[config.mk]
export PLATFORM = sky130hd
export DESIGN_NAME = gshare_predictor
export DESIGN_NICKNAME = d
export VERILOG_FILES = /design/src/rtl/bp_pkg.sv /design/src/rtl/bp_pht.sv /design/src/rtl/gshare_predictor.sv
export SDC_FILE = /design/constraint.sdc
export NUM_CORES = 1
export LEC_CHECK = 0
export CAP_MARGIN = 20
export CORE_MARGIN = 2
export CORE_UTILIZATION = 59
export DETAILED_ROUTE_END_ITERATION = 7
export PLACE_DENSITY = 0.8
export SETUP_SLACK_MARGIN = 0.05
export SYNTH_ARGS = -nofsm -noshare
export SYNTH_HDL_FRONTEND = slang
export SYNTH_HIERARCHICAL = 1
export SYNTH_SLANG_ARGS = --single-unit
[constraint.sdc]
create_clock -name clk -period 7.1 [get_ports clk]
set_input_delay 1.42 -clock clk [delete_from_list [all_inputs] [get_ports clk]]
set_output_delay 1.42 -clock clk [all_outputs]
set_load 0.05 [all_outputs]
[src/rtl/bp_pkg.sv]
// Shared types and helpers for the gshare branch direction predictor.
// Helpers are width-generic; callers truncate the result to their own width.
package bp_pkg;

    typedef enum logic {INIT, READY} state_t;

    // PC bits [1:0] never select an entry. The caller keeps the low IDX_W bits,
    // so a GHR shorter than the index lands in the low bits only.
    function automatic logic [63:0] gshare_index(input logic [63:0] pc,
                                                 input logic [63:0] ghr);
        return (pc >> 2) ^ ghr;
    endfunction

    function automatic logic [31:0] sat_update(input logic [31:0]  ctr,
                                               input logic         taken,
                                               input int unsigned  ctr_w);
        logic [31:0] max_val;
        max_val = (32'd1 << ctr_w) - 32'd1;
        if (taken)
            return (ctr == max_val) ? ctr : ctr + 32'd1;
        else
            return (ctr == 32'd0) ? ctr : ctr - 32'd1;
    endfunction

endpackage

[src/rtl/bp_pht.sv]
// Pattern history table: 2^IDX_W saturating counters, one combinational read
// port and one write port (init-sweep value or saturating read-modify-write).
module bp_pht #(
    parameter int IDX_W = 6,
    parameter int CTR_W = 2
) (
    input  logic             clk,
    input  logic [IDX_W-1:0] rd_idx,
    output logic [CTR_W-1:0] rd_ctr,
    input  logic             wr_en,
    input  logic             wr_sweep,
    input  logic [IDX_W-1:0] wr_idx,
    input  logic [CTR_W-1:0] wr_init,
    input  logic             wr_taken
);
    import bp_pkg::*;

    logic [CTR_W-1:0] mem [2**IDX_W];
    logic [CTR_W-1:0] wr_data;

    assign rd_ctr = mem[rd_idx];

    always_comb begin
        wr_data = CTR_W'(sat_update(32'(mem[wr_idx]), wr_taken, CTR_W));
        if (wr_sweep)
            wr_data = wr_init;
    end

    // Contents are deliberately not reset; the init sweep defines them.
    always_ff @(posedge clk) begin
        if (wr_en)
            mem[wr_idx] <= wr_data;
    end

endmodule

[src/rtl/gshare_predictor.sv]
// Gshare direction predictor: PHT indexed by PC XOR a non-speculative GHR,
// with a one-entry-per-cycle PHT initialisation sweep after reset and flush.
module gshare_predictor #(
    parameter int PC_W     = 32,
    parameter int IDX_W    = 6,
    parameter int CTR_W    = 2,
    parameter int HIST_W   = 6,
    parameter int CTR_INIT = (1 << CTR_W) - 1
) (
    input  logic             clk,
    input  logic             rst_n,
    input  logic             flush,
    output logic             ready,
    input  logic             req_valid,
    input  logic [PC_W-1:0]  req_pc,
    output logic             pred_valid,
    output logic             pred_taken,
    output logic [IDX_W-1:0] pred_idx,
    input  logic             upd_valid,
    input  logic [IDX_W-1:0] upd_idx,
    input  logic             upd_taken
);
    import bp_pkg::*;

    state_t            state, state_nxt;
    logic [IDX_W-1:0]  sweep_ptr;
    logic [HIST_W-1:0] ghr;
    logic [IDX_W-1:0]  req_idx;
    logic [IDX_W-1:0]  pht_wr_idx;
    logic [CTR_W-1:0]  rd_ctr;
    logic              in_ready, req_acc, upd_acc, pht_sweep, pht_wr_en;

    // Flush in READY drops any request or update presented in the same cycle.
    assign in_ready = (state == READY);
    assign req_acc  = in_ready && !flush && req_valid;
    assign upd_acc  = in_ready && !flush && upd_valid;
    assign ready    = in_ready;

    // Index uses the pre-shift GHR, so a same-cycle update never affects it.
    assign req_idx    = IDX_W'(gshare_index(64'(req_pc), 64'(ghr)));
    assign pht_sweep  = (state == INIT);
    assign pht_wr_en  = pht_sweep || upd_acc;
    assign pht_wr_idx = pht_sweep ? sweep_ptr : upd_idx;

    bp_pht #(
        .IDX_W (IDX_W),
        .CTR_W (CTR_W)
    ) u_pht (
        .clk      (clk),
        .rd_idx   (req_idx),
        .rd_ctr   (rd_ctr),
        .wr_en    (pht_wr_en),
        .wr_sweep (pht_sweep),
        .wr_idx   (pht_wr_idx),
        .wr_init  (CTR_W'(CTR_INIT)),
        .wr_taken (upd_taken)
    );

    always_comb begin
        state_nxt = state;
        case (state)
            INIT:    if (!flush && sweep_ptr == '1) state_nxt = READY;
            READY:   if (flush) state_nxt = INIT;
            default: state_nxt = INIT;
        endcase
    end

    always_ff @(posedge clk or negedge rst_n) begin
        if (!rst_n)
            state <= INIT;
        else
            state <= state_nxt;
    end

    always_ff @(posedge clk or negedge rst_n) begin
        if (!rst_n) begin
            sweep_ptr <= '0;
            ghr       <= '0;
        end else begin
            if (flush || state == READY)
                sweep_ptr <= '0;
            else
                sweep_ptr <= sweep_ptr + IDX_W'(1);

            if (flush)
                ghr <= '0;
            else if (upd_acc)
                ghr <= HIST_W'({ghr, upd_taken});
        end
    end

    // Stage p1: prediction registers; the PHT read is pre-update (no bypass).
    always_ff @(posedge clk or negedge rst_n) begin
        if (!rst_n) begin
            pred_valid <= 1'b0;
            pred_taken <= 1'b0;
            pred_idx   <= '0;
        end else begin
            pred_valid <= req_acc;
            if (req_acc) begin
                pred_taken <= rd_ctr[CTR_W-1];
                pred_idx   <= req_idx;
            end
        end
    end

endmodule

==> results of run 1 <==
## cells in the final DEF (no fill, tap or decap), types with 3 or more instances in the layout
| master | count |
|---|---|
| clkbuf_16 | 17 |
| dfrtp_1 | 21 |
| o21ai_0 | 7 |
| edfxtp_1 | 128 |
| mux2i_1 | 13 |
| or2_2 | 3 |
| clkinv_2 | 3 |
| mux4_2 | 34 |
| mux2_2 | 24 |
| clkinvlp_4 | 4 |
| o22ai_1 | 3 |
| nor2_1 | 76 |
| a22oi_1 | 5 |
| buf_4 | 5 |
| nand3_1 | 15 |
| and3_1 | 3 |
| a31oi_1 | 4 |
| clkdlybuf4s50_1 | 26 |
| a21oi_1 | 13 |
| inv_1 | 5 |
| xor2_1 | 7 |
| o22a_1 | 4 |
| nand3b_1 | 3 |
| nor2b_1 | 9 |
| a221oi_1 | 7 |
| nand2_1 | 23 |
## worst register-to-register path, delay by kind of cell, from the launching register on
family / cells / cell delay, ns
buf+inv: 2 / 1.02
simple gates: 3 / 0.60
compound gates: 3 / 0.89
mux: 1 / 0.96
flops: 1 / 0.75
## worst paths after layout
check	to	slack, ns
worst max-delay path	u_pht/mem[9][1]$_DFFE_PP_	1.92
worst min-delay path	sweep_ptr[0]$_DFF_PN0_	0.51
worst max register to register	u_pht/mem[9][1]$_DFFE_PP_	2.50
worst min register to register	sweep_ptr[0]$_DFF_PN0_	0.51
max in group asynchronous	ghr[1]$_DFFE_PN0P_	5.00
min in group asynchronous	sweep_ptr[0]$_DFF_PN0_	1.53
## layer usage
metal | routed length [um] | global-route usage
met4 | 684 | 0.1398
met3 | 1613 | 0.07613
met2 | 8110 | 0.4345
met1 | 6384 | 0.3576
met5 | 0 | 0
## sequential cells by signal, indices dropped and copies added, names as in the netlist
register / cells
ghr: 6
pred_idx: 6
pred_taken: 1
pred_valid: 1
ready: 1
sweep_ptr: 6
u_pht/mem: 128
## cell type report
cell class,instances,share of cell area
tap,143,0.02293
multi-input combinational,287,0.3032
clock inverter,11,0.01299
inverter,8,0.003848
sequential,149,0.5599
clock buffer,21,0.05900
timing repair buffer,31,0.03816
## metrics by stage
step                      instance area (um2)  worst slack (ns)
after CTS                                7804             2.128
final                                    7804             1.923
after detailed placement                 7242             1.767
after floorplan                          6905            0.9739
after global routing                     7804             1.929
after global placement                   7242             1.927
## power groups by stage
stage | combinational, mW | clock [mW] | sequential [mW]
3_3_place_gp | 0.163 | 0 | 0.979
4_1_cts | 0.168 | 0.852 | 0.961
6_report | 0.171 | 0.845 | 0.961
2_1_floorplan | 0.113 | 0 | 0.979
5_1_grt | 0.179 | 0.889 | 0.962
3_5_place_dp | 0.167 | 0 | 0.979
==> impl_metrics.json, run 1 <==
{
  "seqPwrFrac": 0.486,
  "finalSetupViolCount": 0,
  "clk_pin_slew_ns": 0.06,
  "synth_area_um2": 6902,
  "worstPathCellList": "clkdlybuf4s50_1, mux2_2, clkinv_1, a221o_1, a22oi_1, o22a_1, nand4_1, nor3_1, nor3_2, buf_4",
  "path_class": "in -> reg",
  "postCtsResizedCells": 0,
  "dieArea_um2": 12580,
  "numCtsBuffers": 17,
  "seqCellArea_um2": 4369,
  "multi_input_area_um2": 2366,
  "slowest_delay_ns": 0.83,
  "clkSinkCount": 149,
  "finalHoldViolCount": 0,
  "grt_pass1_wl_mm": 25.73,
  "dp_cells": 618,
  "drive_gt1_frac": 0.2071,
  "r2r_start": "ready$_DFF_PN0_",
  "net-switching-power_uw": 452.6,
  "antenna_found_initial": 0,
  "p_leak_nw": 2.629,
  "cts_tree": "done",
  "min_period_ns": 5.177,
  "crit_path_max_fanout": 64,
  "swShare": 0.2288,
  "finalPower_mw": 1.978,
  "wl_mm": 16.79,
  "status": "complete, no violations",
  "dp_hpwl_mm": 10.45,
  "reg2regPathDepth": 9,
  "cp.buffers_inverters": 3,
  "start_kind": "primary input",
  "clock_skew_ns": 0.009018,
  "post-route-period-util": 0.7292,
  "cts_htree_levels": 4,
  "comb_power_share": 0.087,
  "cap_violations": 0,
  "slowest_stage": "mux2_2",
  "cp.depth": 10,
  "clockBufferDepth": 2,
  "rows": 39,
  "viasPerCell": 6.889,
  "holdWs_ns": 0.5059,
  "die_w_um": 112.2,
  "cts_hold_buffers": 0,
  "worst_pin_slew_ns": 1.008,
  "drt-initial-drc-count": 599,
  "ys_warn_count": 6,
  "drcViolationCount": 0,
  "hold_class": "reg -> reg",
  "grt_max_degree": 65,
  "clockPowerShare": 0.427,
  "ioPinCount": 53,
  "nFillCells": 763,
  "rsz0062_at_grt": "false",
  "power_density_nw_per_um2": 253.5,
  "globalplace.congestion": 0.9046,
  "end_kind": "flip-flop",
  "via_count": 4478,
  "fin_nets": 539,
  "p_int_mw": 1.526,
  "grt_usage": 0.2761,
  "holdPathStages": 1,
  "hold_path.startpoint": "sweep_ptr[0]$_DFF_PN0_",
  "final_core_util": 0.6834,
  "antenna_left": 0,
  "design.core.area_um2": 11420,
  "cp-startpoint": "upd_idx[2]",
  "synthCells": 476,
  "wire_per_inst_um": 25.83,
  "antennaDiodeCount": 0,
  "drv_slew": 0,
  "dieHeight_um": 112.2,
  "ir_worst_vdd_v": 0.0002214,
  "avgSynthCellArea_um2": 14.50,
  "portBuffers": 26,
  "drt_pre_antenna_iters": 7,
  "crit_arrival_ns": 5.25,
  "start_util": 0.6044,
  "fmax_mhz": 193.2,
  "fin_setup_tns_ns": 0,
  "grt_pass1_vias": 4540,
  "worstPathRequired_ns": 7.17,
  "relSlewSlack": 0.3280,
  "area_growth_pct": 13.07,
  "fin_cells": 650,
  "critPathTopFamily": "buffers and inverters",
  "post_cts_buffers": 0,
  "cts_root_buffer": "clkbuf_16",
  "clkLatencyLatePin_ns": 0.42,
  "grt_remaining_overflow": 0
}
No activity file was read; power rests on OpenSTA's default activity.
==> run 2: changes to the inputs <==
Settings changed: CORE_UTILIZATION 59 to 53, PLACE_DENSITY 0.8 to 0.76.
Clock period 7.1 ns to 4.36 ns, I/O delays scaled along.
==> impl_metrics.json, run 2 (synthesis results as in run 1) <==
{
  "status": "complete, no violations",
  "design.core.area_um2": 12670,
  "gr-usage-met3": 0.07025,
  "top_usage_layer": "met2",
  "rsz0062_at_grt": "false",
  "cp.buffers_inverters": 2,
  "ir_worst_vdd_v": 0.0002878,
  "gr-usage-met2": 0.3793,
  "slowest_stage": "mux2_2",
  "p_leak_nw": 2.751,
  "start_util": 0.5447,
  "fmax_mhz": 268.3,
  "finalSetupViolCount": 0,
  "dieHeight_um": 118.1,
  "post_cts_buffers": 0,
  "cap_violations": 0,
  "drive_gt1_frac": 0.2327,
  "postCtsResizedCells": 0,
  "clkSinkCount": 149,
  "wire_per_inst_um": 23.25,
  "hold_class": "reg -> reg",
  "rows": 41,
  "antenna_found_initial": 0,
  "antennaDiodeCount": 0,
  "drcViolationCount": 0,
  "power_density_nw_per_um2": 418.3,
  "worstPathCellList": "clkdlybuf4s50_1, mux2_2, mux2_2, a221o_1, a22oi_1, o22a_1, nand4_1, nor3_1, nor3_4, buf_12",
  "grt_pass1_wl_mm": 25.16,
  "drv_slew": 0,
  "drt_pre_antenna_iters": 7,
  "regMostFlops": "u_pht/mem",
  "via_count": 4410,
  "cts_htree_levels": 4,
  "cts_root_buffer": "clkbuf_16",
  "grt_remaining_overflow": 0,
  "clockBufferDepth": 2,
  "worstPathRequired_ns": 4.50,
  "use_met1": 0.3177,
  "post-route-period-util": 0.8548,
  "fin_nets": 554,
  "globalplace.congestion": 0.9056,
  "crit_path_max_fanout": 64,
  "end_kind": "flip-flop",
  "critPathTopFamily": "multiplexers",
  "drt-initial-drc-count": 648,
  "relSlewSlack": 0.3484,
  "worst_pin_slew_ns": 0.9743,
  "clk_pin_slew_ns": 0.05,
  "setup_ws_ns": 0.6333,
  "viasPerCell": 6.373,
  "cts_hold_buffers": 0,
  "wl_mm": 16.09,
  "fin_setup_tns_ns": 0,
  "grt_pass1_vias": 4428,
  "ioPinCount": 53,
  "final_core_util": 0.6353,
  "pre_cts_slack_ns": 0.2714,
  "min_period_ns": 3.727,
  "slowest_delay_ns": 0.50,
  "area_growth_pct": 16.64,
  "largest_register_ffs": 128,
  "die_w_um": 118.1,
  "antenna_left": 0,
  "start_kind": "primary input",
  "crit_top_cell": "mux2_2",
  "portBuffers": 26,
  "dp_cells": 662,
  "fin_cells": 692,
  "cts_tree": "done",
  "grt_usage": 0.2456,
  "numCtsBuffers": 17,
  "finalHoldViolCount": 0,
  "crit_arrival_ns": 3.87,
  "mostFrequentLayoutCells": "edfxtp_1, nor2_1, mux4_2",
  "dp_hpwl_mm": 10.44,
  "clock_skew_ns": 0.01101,
  "clkLatencyLatePin_ns": 0.43,
  "grt_max_degree": 65,
  "path_class": "in -> reg",
  "dieArea_um2": 13950,
  "nFillCells": 899,
  "layout_commonest_cell": "edfxtp_1"
}
-- run 2: changes by cell type in the layout (fill, tap and decap cells not counted), moves of 2 or more --
cell and delta:
clkbuf_1 -2, clkbuf_8 -2, clkinvlp_4 -3, bufinv_16 +3
buf_12 +3, buf_4 +12
-- run 2: final cells by class --
class | count | area (um2) | area share
Tap cell | 172 | 215.2 | 0.02673
Inverter | 8 | 30.03 | 0.003730
Clock inverter | 13 | 182.7 | 0.02269
Sequential cell | 149 | 4369 | 0.5427
Clock buffer | 17 | 425.4 | 0.05284
Multi-Input combinational cell | 287 | 2380 | 0.2956
Timing Repair Buffer | 46 | 447.9 | 0.05564
-- run 2: final timing paths --
check                      slack, ns                    endpoint              startpoint  cells past startpoint
setup reg to reg                1.03  u_pht/mem[45][1]$_DFFE_PP_         ready$_DFF_PN0_                      9
hold / removal                  0.50      sweep_ptr[0]$_DFF_PN0_  sweep_ptr[0]$_DFF_PN0_                      1
min in group asynchronous       0.99      sweep_ptr[1]$_DFF_PN0_                   rst_n                      1
max in group asynchronous       2.78     pred_idx[5]$_DFFE_PN0P_                   rst_n                      1
setup / recovery                0.63  u_pht/mem[45][1]$_DFFE_PP_              upd_idx[1]                     10
hold reg to reg                 0.50      sweep_ptr[0]$_DFF_PN0_  sweep_ptr[0]$_DFF_PN0_                      1
-- run 2: routing by layer --
metal	routed length (um)	share of wire	vias up
li1	-	-	1896
met1	6205	0.39	2193
met2	7745	0.48	270
met3	1583	0.098	51
met4	552	0.034	0
met5	0	0	-
-- run 2: where the power goes --
group | internal (mW) | leakage, nW | switching (mW)
Combinational | 0.126 | 1.01 | 0.171
Clock | 0.950 | 0.299 | 0.556
Sequential | 1.56 | 1.44 | 0.00493
Total | 2.64 | 2.75 | 0.733
-- run 2: worst reg2reg max path: stages, from the launching register on --
cell	delay (ns)
dfrtp_1	0.41
mux2_2	0.60
mux2_2	0.42
a221o_1	0.30
a22oi_1	0.30
o22a_1	0.20
nand4_1	0.18
nor3_1	0.33
nor3_4	0.09
buf_12	0.20
-- run 2: metrics by stage --
step           total power [mW]  instance area [um2]  hold slack [ns]
4_1_cts                   3.381                 8050           0.5049
2_1_floorplan             1.778                 6917           0.4706
6_report                  3.368                 8050           0.5019
5_1_grt                   3.458                 8050           0.5328
3_5_place_dp              1.885                 7442           0.4918
3_3_place_gp              1.880                 7442           0.4879
==> run 3: changes to the inputs <==
Settings changed: GPL_TIMING_DRIVEN set to 0, SKIP_CTS_REPAIR_TIMING set to 1.
==> impl_metrics.json, run 3 (synthesis results as in run 1) <==
{
  "worstPathRequired_ns": 4.52,
  "cts_tree": "done",
  "reg2reg_slack_ns": 0.25,
  "die_w_um": 118.1,
  "antenna_found_initial": 0,
  "rsz0062_at_grt": "false",
  "placed_area_um2": 7447,
  "status": "complete, no violations",
  "crit_arrival_ns": 4.36,
  "post-route-period-util": 0.9632,
  "mostFrequentLayoutCells": "edfxtp_1, nor2_1, mux4_2",
  "via_count": 4624,
  "portBuffers": 24,
  "antenna_left": 0,
  "finalHoldViolCount": 0,
  "min_period_ns": 4.199,
  "clkLatencyLatePin_ns": 0.43,
  "rows": 41,
  "regMostFlops": "u_pht/mem",
  "start_kind": "primary input",
  "layout_commonest_cell": "edfxtp_1",
  "dp_hpwl_mm": 11.84,
  "dp_cells": 676,
  "fin_cells": 708,
  "clock_skew_ns": 0.009197,
  "grt_remaining_overflow": 0,
  "cts_root_buffer": "clkbuf_16",
  "cp-startpoint": "upd_idx[1]",
  "worst_pin_slew_ns": 0.9093,
  "ioPinCount": 53,
  "finalSetupViolCount": 0,
  "r2r_start": "ready$_DFF_PN0_",
  "numCtsBuffers": 17,
  "finalPower_mw": 3.385,
  "wl_mm": 18.06,
  "p_leak_nw": 2.755,
  "drive_gt1_frac": 0.2220,
  "ir_worst_vdd_v": 0.0003098,
  "drcViolationCount": 0,
  "drv_slew": 0,
  "area_growth_pct": 17.04,
  "crit_path_max_fanout": 36,
  "reg2regPathDepth": 13,
  "grt_pass1_vias": 4584,
  "cap_violations": 0,
  "clkSinkCount": 149,
  "holdWs_ns": 0.5038,
  "grt_usage": 0.2726,
  "relSlewSlack": 0.3919,
  "path_class": "in -> reg",
  "clockBufferDepth": 2,
  "largest_register_ffs": 128,
  "final_cell_area_um2": 8078,
  "critPathCapture": "u_pht/mem[3][0]$_DFFE_PP_",
  "nFillCells": 934,
  "drt-initial-drc-count": 683,
  "start_util": 0.5447,
  "fin_setup_tns_ns": 0,
  "fmax_mhz": 238.1,
  "clk_pin_slew_ns": 0.06,
  "dieArea_um2": 13950,
  "grt_max_degree": 37,
  "design.core.area_um2": 12670,
  "fin_nets": 568,
  "grt_pass1_wl_mm": 27.46,
  "power_density_nw_per_um2": 419.1,
  "dieHeight_um": 118.1,
  "cts_htree_levels": 4,
  "antennaDiodeCount": 0,
  "viasPerCell": 6.531,
  "end_kind": "flip-flop",
  "hold_class": "reg -> reg",
  "drt_pre_antenna_iters": 5,
  "globalplace.congestion": 0.9927,
  "r2r-end": "u_pht/mem[3][0]$_DFFE_PP_",
  "wire_per_inst_um": 25.50
}
-- run 3: power breakdown --
| part | total (mW) | internal (mW) | switching (mW) |
|---|---|---|---|
| Combinational | 0.309 | 0.121 | 0.189 |
| Clock | 1.51 | 0.953 | 0.557 |
| Sequential | 1.57 | 1.56 | 0.00565 |
-- run 3: critical path, cell delays in order --
cell and delay [ns]:
clkdlybuf4s50_1 0.46, mux2_2 0.13, buf_2 0.23, buf_2 0.38
mux4_2 0.55, mux2i_1 0.18, o22ai_1 0.12, nor2_1 0.21
nand4_1 0.26, o21bai_1 0.30, nand3_4 0.35, buf_16 0.30
-- run 3: final cells by class --
| cell class | instances | area [um2] | area share |
|---|---|---|---|
| inverters | 8 | 33.78 | 0.004182 |
| well taps | 172 | 215.2 | 0.02664 |
| flip-flops and latches | 149 | 4369 | 0.5409 |
| plain buffers | 33 | 161.4 | 0.01998 |
| multi-input cells | 287 | 2372 | 0.2937 |
| clock inverters | 13 | 182.7 | 0.02261 |
| repair buffers | 27 | 310.3 | 0.03841 |
| clock buffers | 19 | 432.9 | 0.05359 |
-- run 3: layer usage --
metal / wire length [um] / track usage / part of all wire / vias to the layer above
li1: - / - / - / 1929
met1: 6607 / 0.3525 / 0.37 / 2257
met2: 8479 / 0.4241 / 0.47 / 370
met3: 2289 / 0.08188 / 0.13 / 68
met4: 680 / 0.1288 / 0.038 / 0
met5: 0 / 0 / 0 / -
-- run 3: metrics by stage --
stage,setup slack (ns),utilization
final,0.1606,0.6375
after global routing,0.06626,0.6375
after CTS,-0.07406,0.6363
after detailed placement,-0.5054,0.5877
after global placement,-1.577,0.5818
after floorplan,0.2484,-
-- run 3: worst min-delay path by stage --
stage | start | slack, ns | cells past startpoint | end
3_3_place_gp | pred_idx[1]$_DFFE_PN0P_ | 0.49 | 1 | pred_idx[1]$_DFFE_PN0P_
2_1_floorplan | sweep_ptr[0]$_DFF_PN0_ | 0.47 | 1 | sweep_ptr[0]$_DFF_PN0_
5_1_grt | pred_idx[0]$_DFFE_PN0P_ | 0.52 | 1 | pred_idx[0]$_DFFE_PN0P_
4_1_cts | pred_idx[1]$_DFFE_PN0P_ | 0.51 | 1 | pred_idx[1]$_DFFE_PN0P_
6_report | pred_idx[1]$_DFFE_PN0P_ | 0.50 | 1 | pred_idx[1]$_DFFE_PN0P_
3_5_place_dp | pred_idx[1]$_DFFE_PN0P_ | 0.49 | 1 | pred_idx[1]$_DFFE_PN0P_
